$ cat src/rtl/fetch_queue_unit.sv
// Instruction-fetch front end: fetch PC, icache read port, branch-predictor redirection and a DEPTH-entry fetch queue.
// Optional FETCH_QUEUE_BYPASS_EN: an empty queue hands a fresh response straight to decode in the same cycle.
module fetch_queue_unit #(
  parameter int          DEPTH    = 4,
  parameter int          META_W   = 16,
  parameter logic [31:0] RESET_PC = 32'h0000_0060
) (
  input  logic                     clk,
  input  logic                     rst,
  output logic                     icache_read,
  output logic [31:0]              icache_addr,
  input  logic [31:0]              icache_rdata,
  input  logic                     icache_resp,
  input  logic                     bp_br_en,
  input  logic                     btb_hit,
  input  logic [31:0]              bp_target,
  input  logic [META_W-1:0]        bp_meta,
  input  logic                     redirect_valid,
  input  logic [31:0]              redirect_pc,
  output logic                     deq_valid,
  input  logic                     deq_ready,
  output logic [31:0]              deq_pc,
  output logic [31:0]              deq_instr,
  output logic                     deq_pred_taken,
  output logic [31:0]              deq_pred_target,
  output logic [META_W-1:0]        deq_meta,
  output logic [$clog2(DEPTH):0]   count
);
  localparam int AW = $clog2(DEPTH);
  localparam int CW = AW + 1;

  typedef struct packed {
    logic [31:0]       pc;
    logic [31:0]       instr;
    logic              taken;
    logic [31:0]       target;
    logic [META_W-1:0] meta;
  } entry_t;

  typedef enum logic [1:0] {RUN, FULL, KILL} state_t;

  state_t        state;
  logic [31:0]   pc, kill_pc;
  entry_t        mem [DEPTH];
  logic [AW-1:0] head, tail;
  logic [CW-1:0] cnt, cnt_next;

  logic          pred_taken, accept, bypass, push, pop;
  logic [31:0]   next_pc, rd_pc;
  entry_t        fetch_ent, head_ent;

  assign pred_taken = bp_br_en && btb_hit;
  assign next_pc    = pred_taken ? bp_target : pc + 32'd4;
  assign rd_pc      = {redirect_pc[31:2], 2'b00};

  always_comb begin
    fetch_ent        = '0;
    fetch_ent.pc     = pc;
    fetch_ent.instr  = icache_rdata;
    fetch_ent.taken  = pred_taken;
    fetch_ent.target = bp_target;
    fetch_ent.meta   = bp_meta;
  end

  // Responses only count in RUN; KILL discards them and FULL has no read out.
  assign accept = (state == RUN) && icache_resp && !redirect_valid;
`ifdef FETCH_QUEUE_BYPASS_EN
  assign bypass = accept && (cnt == '0) && deq_ready;
`else
  assign bypass = 1'b0;
`endif
  assign push     = accept && !bypass;
  assign pop      = deq_ready && (cnt != '0) && !redirect_valid;
  assign cnt_next = cnt + CW'(push) - CW'(pop);

  assign icache_read = !rst && (state != FULL);
  assign icache_addr = pc;
  assign count       = cnt;

  assign head_ent        = bypass ? fetch_ent : mem[head];
  assign deq_valid       = !redirect_valid && ((cnt != '0) || bypass);
  assign deq_pc          = head_ent.pc;
  assign deq_instr       = head_ent.instr;
  assign deq_pred_taken  = head_ent.taken;
  assign deq_pred_target = head_ent.target;
  assign deq_meta        = head_ent.meta;

  always_ff @(posedge clk) begin
    if (rst) begin
      state   <= RUN;
      pc      <= RESET_PC;
      kill_pc <= '0;
      head    <= '0;
      tail    <= '0;
      cnt     <= '0;
      for (int i = 0; i < DEPTH; i++) mem[i] <= '0;
    end else begin
      if (push) begin
        mem[tail] <= fetch_ent;
        tail      <= tail + 1'b1;
      end
      if (pop) head <= head + 1'b1;
      cnt <= cnt_next;
      if (redirect_valid) begin
        head <= '0;
        tail <= '0;
        cnt  <= '0;
      end

      case (state)
        RUN: begin
          if (redirect_valid) begin
            // A read is always in flight in RUN; without a response it must be drained.
            if (icache_resp) pc <= rd_pc;
            else begin
              kill_pc <= rd_pc;
              state   <= KILL;
            end
          end else begin
            if (icache_resp) pc <= next_pc;
            state <= (cnt_next == CW'(DEPTH)) ? FULL : RUN;
          end
        end
        FULL: begin
          if (redirect_valid) begin
            pc    <= rd_pc;
            state <= RUN;
          end else begin
            state <= (cnt_next == CW'(DEPTH)) ? FULL : RUN;
          end
        end
        KILL: begin
          if (redirect_valid) begin
            if (icache_resp) begin
              pc    <= rd_pc;
              state <= RUN;
            end else kill_pc <= rd_pc;
          end else if (icache_resp) begin
            pc    <= kill_pc;
            state <= RUN;
          end
        end
        default: state <= RUN;
      endcase
    end
  end
endmodule

$ cat config.mk
export PLATFORM = sky130hd
export DESIGN_NAME = fetch_queue_unit
export DESIGN_NICKNAME = d
export VERILOG_FILES = /design/src/rtl/fetch_queue_unit.sv
export SDC_FILE = /design/constraint.sdc
export NUM_CORES = 1
export LEC_CHECK = 0
export ABC_AREA = 1
export CAP_MARGIN = 20
export CELL_PAD_IN_SITES_DETAIL_PLACEMENT = 0
export CELL_PAD_IN_SITES_GLOBAL_PLACEMENT = 1
export CORE_ASPECT_RATIO = 1.5
export CORE_UTILIZATION = 40
export DETAILED_ROUTE_END_ITERATION = 8
export HOLD_SLACK_MARGIN = 0.05
export PLACE_DENSITY = 0.75
export SYNTH_ARGS = -nofsm -noshare
export SYNTH_HDL_FRONTEND = slang
export SYNTH_SLANG_ARGS = --single-unit
$ cat constraint.sdc
create_clock -name clk -period 31.4 [get_ports clk]
set_input_delay 7.85 -clock clk [delete_from_list [all_inputs] [get_ports clk]]
set_output_delay 7.85 -clock clk [all_outputs]
set_load 0.02 [all_outputs]
==> impl_results.md <==
- FF-to-FF Start: state[0]
- Max-cap violations: 0
- Total core area: 61000 µm²
- CTS Sinks: 525
- Area growth syn-to-layout: 20.3%
- Post-Layout Cell Count: 3587
- Die area: roughly 63000 µm²
- Nets@finish: approximately 2900
- Critical path capture point type: output pin
- Comb pwr share: 11.2%
- Initial antenna violation count: 1
- CTS H-tree lvls: 2
- Flop pwr share: 49.2%
- Drt wl/cell: approximately 22 µm
- Total grt overflow: 0
- Layout cells sized above 1: under 10%
- Mapped Nets: 2703
- CTS Hold Bufs: 0
- Mapped Cells: 2576
- #FFs+latches synth: 525
- Slew headroom: 19.2%
- Crit path time final: roughly 17000 ps
- Hold_sp: kill_pc[26]
- Total GRT Usage: approximately 25%
- P_int: between 1 and 1.5 mW
- Syn_area_per_cell: between 9 and 10 µm²
- Cell area after synthesis: ~25000 µm²
- Lkg Pwr: around 11 nW
- Starting DRT DRC Count: 1414
- ANT cells: 0
- CTS Buffer Depth: 3
- Hold path depth: 2
- Postcts setup bufs: 0
- Die Span X: 205 µm
- Worst-Margin Slew: 1210 ps
- Dpl hpwl: around 48000 µm
- RSZ-0062 raised after global routing: no
- Final worst-path cycle share: between 50% and 60%
- Fin Clk Skew: roughly 25 ps
- Clock power share: slightly below 40%
- Reg2Reg Setup Slack: 27810 ps
- I/O Pins: roughly 270
- Sw frac: approximately a quarter
- R2R cell count: 9
- Routed WL: between 70000 and 80000 µm
- WHS: 445 ps
- Via count: 19098
- Crit path kind: input pin to output pin
- Hold Path Sink: kill_pc[26]
- Number of enable flip-flop cells after synthesis: 452
- Vias/cell: between 5 and 6
- PostCTS Resize Cnt: 0
- Placed cell count: approximately 3500
- DR pass1 iterations: 5
- Asr flop ratio synth: 0%
- Clock-pin slew on the worst setup and hold paths: roughly 60 ps
- TritonCTS clock tree: yes
- Port Buffer Count: ~270
- Status: complete, no violations
- Worst min-delay path class: register to register
- First-pass GRT wire length: 115000 µm
- Crit path launch type: input pin
- Drc violations: 0
- Synth cell types: 35
- Max FO, Critical Path: 11
- Final Max Tran Viols: 0
- Ys Warns: 0
- Final hold violations: 0
- Fmax: between 50 and 60 MHz
- # rows: 111
- PwrDens: roughly 55 nW/µm²
- Critical path arrival: about 9600 ps
- Ys flop type: edfxtp_1
- VDD IR max: approximately 44 µV
- Fin Setup TNS: 0 ps
- Seq/Total Area, Yosys: 61.1%
- Commonest non-fill, non-tap cell in the layout: nor2_1
- Reg-to-reg endpoint: mem[1][102]
- Die Height: between 300 and 400 µm
- Routability cong.: 0.957
- Largest net degree at the start of global routing: around 110
- Root Buffer: clkbuf_16
- Fin util: approximately half
- Count of final setup violators: 0
- Commonest non-fill, non-tap cells in the layout: 638 x nor2_1, 452 x edfxtp_1, 349 x o21ai_0
- Post-route ant nets: 0
- Initial Utilization: between 40% and 50%
- Vias in the first global route: 18945
- WP data required: roughly 24000 ps
- Latest clock arrival within the worst-skew pair: 610 ps
- Num CTS Buffers: 50
- Total net switching power: roughly 0.41 mW
flip-flops by register name, indices dropped and copies added, names as in the netlist, named ones only:
register and count:
mem 452, icache_addr 32, kill_pc 30, count 3, head 2, state 2
tail 2
synthesized netlist by cell type, drive strengths merged (3+ instances only):
master	n	share of area, %
nand4	3	0.076
nor3	6	0.12
a41oi	3	0.11
nor2	719	13
o22ai	123	3.1
a21oi	100	2.0
dfxtp	73	5.9
a31oi	3	0.076
inv	281	4.3
ha	7	0.36
xor2	6	0.21
edfxtp	452	55
nand3	34	0.69
o211ai	7	0.21
nand2	214	3.3
o21ai	351	7.1
clkbuf	119	1.8
a211oi	20	0.61
buf	45	1.1
worst max-delay path by stage:
stage                            from          end  slack (ps)  cells past startpoint
after floorplan           icache_resp    mem[3][0]       13960                      5
after global placement            rst  icache_read       13960                      3
after detailed placement          rst  icache_read       13990                      3
after CTS                         rst  icache_read       13970                      3
after global routing              rst  icache_read       13950                      3
final                             rst  icache_read       13980                      3
kinds of logic (layout without fill, tap and decap cells):
group,Yosys count,count (layout),synth area share [%]
flops,525,525,61.1
simple gates,980,980,17.6
buf+inv,446,666,7.25
xor+xnor,6,6,0.213
fa+ha+maj,8,8,0.437
compound gates,611,611,13.4
power groups by stage:
| stage | Sequential (mW) | Combinational [mW] | Clock, mW |
|---|---|---|---|
| 2_1_floorplan | 0.829 | 0.0920 | 0 |
| 3_3_place_gp | 0.823 | 0.183 | 0 |
| 3_5_place_dp | 0.824 | 0.185 | 0 |
| 4_1_cts | 0.809 | 0.185 | 0.663 |
| 5_1_grt | 0.813 | 0.197 | 0.685 |
| 6_report | 0.809 | 0.184 | 0.651 |
per-stage QoR:
step                area, µm²  setup slack, ps  power [mW]
CTS                     29600            13970        1.66
global placement        27800            13960        1.01
detailed placement      27800            13990        1.01
global route            29600            13950        1.69
floorplan               24600            13960       0.921
finish                  29600            13980        1.64
worst max-delay path, cell delays in order:
cell and delay, ps:
clkdlybuf4s50_1 790, nor2_1 290, clkdlybuf4s50_1 640
layer usage:
metal / GRT usage (%) / wire length (µm) / up-vias
met3: 3.23 / 4270 / 142
met1: 29.4 / 29800 / 9241
li1: - / - / 9024
met2: 43.6 / 39900 / 689
met4: 12.2 / 4020 / 2
met5: 0 / 13 / -
area by class of cell:
class                   count  area, µm²
multi-input cells        1605       7870
well taps                 791        990
clock inverters            32        435
clock buffers              61       1310
repair buffers            291       2900
fillers                  5699      31400
flip-flops and latches    525      15000
inverters                 282       1070
(Power assumes the default switching activity.)
